`src/rtl/cpu.sv`:
```
// rtl/cpu.sv - multi-cycle 16-bit load/store CPU with 16-entry register file
module cpu #(
    parameter int WIDTH   = 16,
    parameter int IMM     = 8,
    parameter int REG_ADD = 4,
    parameter int PSRL    = 5
) (
    input  logic             clk50MHz,
    input  logic             reset,
    input  logic [WIDTH-1:0] mem_out,
    output logic             memwrite,
    output logic [WIDTH-1:0] mem_addr,
    output logic [WIDTH-1:0] writedata
);

    localparam int NREG = 1 << REG_ADD;

    localparam logic [2:0] FETCH   = 3'b000;
    localparam logic [2:0] DECODE  = 3'b001;
    localparam logic [2:0] EXECUTE = 3'b010;
    localparam logic [2:0] MEMRD   = 3'b011;
    localparam logic [2:0] MEMWR   = 3'b100;

    localparam logic [3:0] OP_REG   = 4'b0000;
    localparam logic [3:0] OP_LDST  = 4'b0100;
    localparam logic [3:0] EXT_LOAD = 4'b0000;
    localparam logic [3:0] EXT_STOR = 4'b0100;

    // Register-form ext codes and immediate-form opcodes share one encoding
    localparam logic [3:0] ALU_AND = 4'b0001;
    localparam logic [3:0] ALU_OR  = 4'b0010;
    localparam logic [3:0] ALU_XOR = 4'b0011;
    localparam logic [3:0] ALU_ADD = 4'b0101;
    localparam logic [3:0] ALU_SUB = 4'b1001;
    localparam logic [3:0] ALU_CMP = 4'b1011;
    localparam logic [3:0] ALU_MOV = 4'b1101;

    localparam int PSR_N = 4;
    localparam int PSR_Z = 3;
    localparam int PSR_F = 2;
    localparam int PSR_L = 1;
    localparam int PSR_C = 0;

    logic [2:0]       state_q, state_d, state;
    logic [WIDTH-1:0] pc_q, pc_d;
    logic [WIDTH-1:0] ir_q, ir_d;
    logic [WIDTH-1:0] opa_q, opa_d;
    logic [WIDTH-1:0] opb_q, opb_d;
    logic [WIDTH-1:0] regs_q [NREG];
    logic [WIDTH-1:0] regs_d [NREG];
    logic [PSRL-1:0]  psr_q, psr_d;

    logic [3:0]         opcode, ext;
    logic [REG_ADD-1:0] rd, rs;
    logic [IMM-1:0]     imm;

    assign state  = state_q;
    assign opcode = ir_q[15:12];
    assign rd     = ir_q[11:8];
    assign ext    = ir_q[7:4];
    assign rs     = ir_q[3:0];
    assign imm    = ir_q[IMM-1:0];

    logic [3:0]       alu_op;
    logic             alu_valid, alu_wr;
    logic [WIDTH-1:0] alu_b, alu_res;
    logic [WIDTH:0]   sum, diff;
    logic [PSRL-1:0]  alu_psr;

    // ALU: operand select, result and flag update for the decoded instruction
    always_comb begin
        alu_op = (opcode == OP_REG) ? ext : opcode;
        if (opcode == OP_REG)
            alu_b = opb_q;
        else if (alu_op == ALU_ADD || alu_op == ALU_SUB || alu_op == ALU_CMP)
            alu_b = {{(WIDTH-IMM){imm[IMM-1]}}, imm};
        else
            alu_b = {{(WIDTH-IMM){1'b0}}, imm};
        sum       = {1'b0, opa_q} + {1'b0, alu_b};
        diff      = {1'b0, opa_q} - {1'b0, alu_b};
        alu_valid = 1'b1;
        alu_wr    = 1'b1;
        alu_res   = '0;
        alu_psr   = psr_q;
        case (alu_op)
            ALU_AND: alu_res = opa_q & alu_b;
            ALU_OR:  alu_res = opa_q | alu_b;
            ALU_XOR: alu_res = opa_q ^ alu_b;
            ALU_MOV: alu_res = alu_b;
            ALU_ADD: begin
                alu_res        = sum[WIDTH-1:0];
                alu_psr[PSR_C] = sum[WIDTH];
                alu_psr[PSR_F] = (opa_q[WIDTH-1] == alu_b[WIDTH-1]) &&
                                 (sum[WIDTH-1] != opa_q[WIDTH-1]);
            end
            ALU_SUB: begin
                alu_res        = diff[WIDTH-1:0];
                alu_psr[PSR_C] = diff[WIDTH];
                alu_psr[PSR_F] = (opa_q[WIDTH-1] != alu_b[WIDTH-1]) &&
                                 (diff[WIDTH-1] != opa_q[WIDTH-1]);
            end
            ALU_CMP: begin
                alu_wr         = 1'b0;
                alu_psr[PSR_Z] = (opa_q == alu_b);
                alu_psr[PSR_L] = (opa_q < alu_b);
                alu_psr[PSR_N] = ($signed(opa_q) < $signed(alu_b));
            end
            default: begin
                alu_valid = 1'b0;
                alu_wr    = 1'b0;
            end
        endcase
    end

    // Sequencer: next-state, register/PSR writes and memory port drive
    always_comb begin
        state_d   = state_q;
        pc_d      = pc_q;
        ir_d      = ir_q;
        opa_d     = opa_q;
        opb_d     = opb_q;
        regs_d    = regs_q;
        psr_d     = psr_q;
        mem_addr  = pc_q;
        memwrite  = 1'b0;
        writedata = '0;
        case (state)
            FETCH: begin
                ir_d    = mem_out;
                state_d = DECODE;
            end
            DECODE: begin
                opa_d   = regs_q[rd];
                opb_d   = regs_q[rs];
                state_d = EXECUTE;
            end
            EXECUTE: begin
                if (opcode == OP_LDST && ext == EXT_LOAD) begin
                    state_d = MEMRD;
                end else if (opcode == OP_LDST && ext == EXT_STOR) begin
                    state_d = MEMWR;
                end else begin
                    if (alu_wr)
                        regs_d[rd] = alu_res;
                    if (alu_valid)
                        psr_d = alu_psr;
                    pc_d    = pc_q + WIDTH'(1);
                    state_d = FETCH;
                end
            end
            MEMRD: begin
                mem_addr   = opb_q;
                regs_d[rd] = mem_out;
                pc_d       = pc_q + WIDTH'(1);
                state_d    = FETCH;
            end
            MEMWR: begin
                mem_addr  = opb_q;
                writedata = opa_q;
                memwrite  = 1'b1;
                pc_d      = pc_q + WIDTH'(1);
                state_d   = FETCH;
            end
            default: state_d = FETCH;
        endcase
    end

    // Architectural and pipeline state; reset aborts any instruction in flight
    always_ff @(posedge clk50MHz or negedge reset) begin
        if (!reset) begin
            state_q <= FETCH;
            pc_q    <= '0;
            ir_q    <= '0;
            opa_q   <= '0;
            opb_q   <= '0;
            psr_q   <= '0;
            for (int i = 0; i < NREG; i++)
                regs_q[i] <= '0;
        end else begin
            state_q <= state_d;
            pc_q    <= pc_d;
            ir_q    <= ir_d;
            opa_q   <= opa_d;
            opb_q   <= opb_d;
            psr_q   <= psr_d;
            regs_q  <= regs_d;
        end
    end

endmodule

```
`config.mk`:
```
export PLATFORM = sky130hd
export DESIGN_NAME = cpu
export DESIGN_NICKNAME = d
export VERILOG_FILES = /design/src/rtl/cpu.sv
export SDC_FILE = /design/constraint.sdc
export NUM_CORES = 1
export LEC_CHECK = 0
export BUFFER_PORTS_ARGS = -buffer_cell sky130_fd_sc_hd__buf_2
export CAP_MARGIN = 10
export CORE_ASPECT_RATIO = 1.25
export CORE_MARGIN = 2
export CORE_UTILIZATION = 47
export DETAILED_ROUTE_END_ITERATION = 7
export HOLD_SLACK_MARGIN = 0.02
export PLACE_DENSITY = 0.63
export SLEW_MARGIN = 5
export SYNTH_ARGS = -nofsm -noshare
export SYNTH_HDL_FRONTEND = slang
export SYNTH_SLANG_ARGS = --single-unit
```
`constraint.sdc`:
```
create_clock -name clk50MHz -period 4.4 [get_ports clk50MHz]
set_input_delay 0.22 -clock clk50MHz [delete_from_list [all_inputs] [get_ports clk50MHz]]
set_output_delay 0.22 -clock clk50MHz [all_outputs]
set_load 0.005 [all_outputs]
```
==> Yosys cells after proc, flatten, opt, wreduce, memory -nomap -nowiden <==
Cells that the tools add are included.
{ "word_totals": {"register_bits": 323, "in_bits": 18, "output_inout_bits": 33, "elab_cells": 90} }
{ "classes": {"n_addsub": 3, "order_cmp": 3, "eq_ne": 16, "mux": 28, "bitwise": 5, "reduce_logical": 14} }
{ "ops": {"columns": ["op", "count"], "rows": [
  ["256-bit two-way mux", 3],
  ["256-bit bitwise mux", 2],
  ["256-bit case mux with 2 select lines", 1],
  ["16-bit two-way mux", 11],
  ["16-bit binary-select mux with 4-bit select", 2],
  ["16-bit case mux with 6 select lines", 1],
  ["16-bit demux with 4-bit select", 1],
  ["16-bit case mux with 2 select lines", 1],
  ["16-bit by 1-bit adder with 16-bit output (second input constant)", 1],
  ["16-bit adder", 1],
  ["16-bit AND", 1],
  ["16-bit bitwise OR", 1],
  ["16-bit subtractor", 1],
  ["16-bit XOR", 1],
  ["4-bit by 3-bit equality test with 1-bit output (second input constant)", 3],
  ["4-bit equality test (second input constant)", 3],
  ["5-bit greater-or-equal comparator (second input constant)", 2],
  ["4-bit inverter with 5-bit output", 2],
  ["3-bit case mux with 3 select lines", 1],
  ["4-bit by 2-bit equality test with 1-bit output (second input constant)", 2],
  ["4-bit zero test", 2],
  ["3-bit by 2-bit equality test with 1-bit output (second input constant)", 2],
  ["3-bit two-way mux", 2],
  ["2-bit != test (second input constant)", 3],
  ["other kinds (14)", 19]
]} }

==> Logic depth before layout (Yosys ltp) <==
{ "depth": {"word_depth": 14, "depth_mapped": 18, "ltp_nobuf": 15} }

==> Least setup slack after synthesis <==
Ideal clock, no wire load.
{ "synth_timing": {"path_type": "register -> register", "from": "reg ir_q[13]", "to": "reg regs_q[127] (netlist name)", "arrival_ns": 4.390, "t_required_ns": 4.275, "slack_ns": -0.115, "path_stages_with_launch": 19, "path_buffers": 3, "period_less_slack_ns": 4.515, "path_cell_list": "dfrtp_1 -> buf_2 -> nor4_4 -> buf_2 -> mux2i_1 -> ha_1 -> nand4_1 -> nor4_1 -> nor2_1 -> xnor2_1 -> ha_1 -> a21o_1 -> a21oi_1 -> o21ai_0 -> a221oi_1 -> nand2b_1 -> o221ai_2 -> buf_6 -> mux2_4"} }
{ "synth_between": {"elab_chain_len": 14, "word_cells_on_any_way": 33, "classes_between": "2 x add/sub; 11 x eq/ne; 10 x mux; 3 x bitwise; 7 x reduce/logical"} }
{ "synth_lines": {"columns": ["item", "line", "text"], "rows": [
  ["from (decl)", "46", "logic [WIDTH-1:0] ir_q, ir_d;"],
  ["from (signal assigned)", "182", "ir_q <= ir_d;"],
  ["4-bit zero test", "72, 73", null],
  ["4-bit two-way mux", "72", "alu_op = (opcode == OP_REG) ? ext : opcode;"],
  ["4-bit by 3-bit equality test with 1-bit output / 4-bit equality test (equally long branches)", null, null],
  ["1-bit logical OR (2 in series)", "75", "else if (alu_op == ALU_ADD || alu_op == ALU_SUB || alu_op == ALU_CMP)"],
  ["16-bit two-way mux", "75", null],
  ["16-bit two-way mux", "73", "if (opcode == OP_REG)"],
  ["16-bit subtractor (tied with other cells)", "80", "diff = {1'b0, opa_q} - {1'b0, alu_b};"],
  ["16-bit case mux with 6 select lines", "85", "case (alu_op)"],
  ["256-bit bitwise mux", "144", "regs_d[rd] = alu_res;"],
  ["256-bit two-way mux", "143", "if (alu_wr)"],
  ["256-bit two-way mux", "140", "end else if (opcode == OP_LDST && ext == EXT_STOR) begin"],
  ["256-bit two-way mux", "138", "if (opcode == OP_LDST && ext == EXT_LOAD) begin"],
  ["256-bit case mux with 2 select lines", "127", "case (state)"],
  ["to (signal assigned)", "186", "regs_q <= regs_d;"],
  ["to (decl)", "49", "logic [WIDTH-1:0] regs_q [NREG];"]
]} }
Parallel ways exist; a longest one is shown, timed or not. The select of a mux whose other input is x is not followed.
A chain may end at the register's enable or synchronous reset.

==> Worst setup path after layout <==
{ "layout_timing": {"from": "reg ir_q[14]", "to": "reg regs_q[184] (netlist name)"} }
Same word-level chain as after synthesis.

==> summary.txt <==
Floorplan
  – Core ar.: approximately 40000 um2
  – # rows: 82
  – DIE HEIGHT: 229 um
  – DIE AREA: 42200 um2
  – Initial core utilization: 0.476
  – I/O Pins: 51
  – Die width: 184 um

STA
  – Worst-margin pin slew: 1060 ps
  – Final Cycle Share: 0.957
  – Tmin final: 4210 ps
  – Hold WS: between 300 and 400 ps
  – FMAX: 238 MHz
  – Max Slew Vio Count: 0
  – Slew headroom: 0.296
  – Final Hold Vio Count: 0
  – Setup violators final: 0
  – Final Skew: 22.0 ps

Clocking
  – Worst-case clock buffer depth: 3
  – Root Driver: clkbuf_16
  – CTS tree: built
  – CTS Buf Count: 35
  – # H-tree levels: 2
  – Number of clock sinks: 323
  – Setup bufs post-CTS: 0
  – Worst-Skew Late Latency: 540 ps
  – Clk pin slew, worst setup/hold paths: 60 ps

Logic synthesis
  – Post-synthesis sequential area ratio: 0.424
  – Syn_nets: 1518
  – Gate Count Post-Synth: around 1500
  – Netlist cell types: between 70 and 80
  – YS warnings: 0
  – Async SR Flop Fraction: 1.00
  – Main synth FF type: dfrtp_1
  – Post-synth EDFFs: 0
  – Post-Syn Area per Cell: 13.1 um2
  – Post-synthesis cell area: 19100 um2
  – Synth Register Bits: approximately 320

Worst setup path
  – CP startpoint: ir_q[14]
  – Launch point of the worst reg-to-reg path: ir_q[14]
  – WP data arrival: between 4000 and 5000 ps
  – Critical path startpoint category: flop
  – Critical Setup Path Class: reg -> reg
  – Crit-path max FO: 16
  – CP required: 4810 ps
  – Critical path capture point type: flop

Drt
  – DRT iter0 DRCs: 1119
  – DR pass1 iterations: 6
  – Post-Route WL: 56000 um
  – Via count: 13200
  – Remaining antenna violation count after routing: 0
  – Avg WL per Cell: 26.9 um
  – # DRC: 0
  – Number of vias per cell: around 6.3

Placed design
  – GPL Wtd Cong: 1.02
  – Port Buffer Count: 50
  – Cells after DPL: between 2000 and 2500
  – HPWL Detailed: 38100 um

Layout
  – Most common cell after layout, fill and taps aside: dfrtp_1
  – ANT cells: 0
  – Ratio of cells with drive above 1 in the final layout: 0.436
  – P&R area growth vs syn: 15.2%
  – Most frequent cells in the layout: 319 x dfrtp_1, 262 x mux2_2, 160 x mux4_2
  – Layout Nets: around 1600
  – Final Non-Filler Cells: about 2100
  – Fill cell total of the finished layout: 3306

Power and ir drop
  – Leak Pwr: about 9.7 nW
  – Peak VDD IR: just under 0.7 mV
  – Power Density: 790 nW/um2

GRT
  – Number of global-route vias before repair: 14000
  – Largest net degree at the start of global routing: 104
  – Initial antenna violation count: 1
  – First-pass GRT wire length: 86600 um
  – GRT Residual Overflow: 0
  – GRT Total Usage: 0.275

Worst hold path
  – Hold crit path type: in -> async

Job
  – MaxCap Viol Count: 0

Outcome
  – Status: completed
[final timing paths]
| path | end | slack (ps) | depth (start not counted) |
|---|---|---|---|
| worst min-delay path | pc_q[6] | 330 | 2 |
| min in group clk50MHz | ir_q[6] | 470 | 4 |
| max in group asynchronous | regs_q[157] | 3000 | 3 |
| worst min register to register | pc_q[13] | 510 | 1 |
| worst max-delay path | regs_q[184] | 190 | 15 |
| worst max register to register | regs_q[184] | 190 | 15 |
[what timing repair did]
item / CTS / global route
resized for setup: 1 / 13
cloned: 0 / 1
endpoints found under the setup margin: 16 / 77
endpoints found under the hold margin: 111 / 0
hold buffers: 17 / 0
pin swaps: 0 / 2
[critical path, stage by stage (launching register included)]
cell and delay, ps:
dfrtp_1 430, or4b_4 590, a21o_4 270, or3_1 480
nor2_1 170, a21oi_2 70, fa_1 430, a211oi_1 280
buf_4 170, o21ba_2 150, o21ai_0 110, xor2_1 160
nand2_1 140, a311oi_2 110, buf_4 220, mux2_1 300
[layer usage]
layer  routed length (um)  up-vias  global-route usage
met2                27600      513               0.462
met1                21700     6816               0.343
met3                 3360      174              0.0425
met4                 3350        0               0.142
met5                    0        -                   0
li1                     -     5701                   -
[area by class of cell]
| type | count | area (um2) | share of cell area |
|---|---|---|---|
| multi-input combinational | 984 | 10500 | 0.476 |
| sequential | 323 | 8090 | 0.369 |
| timing repair buffer | 169 | 1300 | 0.0592 |
| clock buffer | 46 | 1030 | 0.0468 |
| tap | 504 | 631 | 0.0287 |
| clock inverter | 16 | 303 | 0.0138 |
| inverter | 39 | 146 | 0.00667 |
[flip-flops by register name, summed over array words and instances (netlist names)]
name and count:
regs_q 256, ir_q 16, opa_q 16, opb_q 16, pc_q 16, state 3
[power by group]
| part | total, mW | switching (mW) | internal [mW] |
|---|---|---|---|
| logic | 8.94 | 4.61 | 4.33 |
| registers | 5.01 | 1.09 | 3.92 |
| clock network | 3.39 | 1.27 | 2.12 |
| total | 17.3 | 6.97 | 10.4 |
[stage by stage]
step           cell area (um2)  utilization  power, mW  setup TNS [ps]  setup slack [ps]
3_5_place_dp             20400        0.509       13.8               0              4.48
2_1_floorplan            19100            -       10.8               0              29.3
3_3_place_gp             20400        0.509       13.6               0              49.2
6_report                 22000        0.549       17.3               0               191
5_1_grt                  22000        0.549       18.3            -680             -69.3
4_1_cts                  21900        0.547       17.2               0              6.54
[logic make-up (layout without fill, tap and decap cells)]
| kind of cell | after synthesis | in the layout | synth area share |
|---|---|---|---|
| xor+xnor | 36 | 36 | 0.0165 |
| buf+inv | 146 | 270 | 0.0326 |
| fa+ha+maj | 48 | 48 | 0.0319 |
| mux | 443 | 443 | 0.358 |
| compound gates | 208 | 209 | 0.0701 |
| flops | 323 | 323 | 0.424 |
| simple gates | 248 | 248 | 0.0671 |
[cells in the mapped netlist, types with 7 or more instances]
| library cell | instances | area, um2 |
|---|---|---|
| mux2i_1 | 10 | 100 |
| buf_4 | 8 | 60.1 |
| a221oi_1 | 8 | 70.1 |
| nand4_1 | 8 | 50.1 |
| mux4_2 | 160 | 3600 |
| o21ai_0 | 67 | 335 |
| xor2_1 | 8 | 70.1 |
| and2_1 | 25 | 156 |
| nand2b_1 | 10 | 62.6 |
| mux2_2 | 262 | 2950 |
| a21o_1 | 10 | 75.1 |
| buf_2 | 16 | 80.1 |
| nor3_1 | 8 | 40.0 |
| a31oi_1 | 9 | 56.3 |
| inv_1 | 39 | 146 |
| clkbuf_1 | 66 | 248 |
| a21oi_1 | 57 | 285 |
| or3_1 | 7 | 43.8 |
| nor2_1 | 64 | 240 |
| mux2_4 | 10 | 150 |
| nand3_1 | 12 | 60.1 |
| nand2_1 | 69 | 259 |
| xnor2_1 | 28 | 245 |
| buf_1 | 13 | 48.8 |
| dfrtp_1 | 323 | 8080 |
| ha_1 | 47 | 588 |
Power figures use the tool's default switching activity.
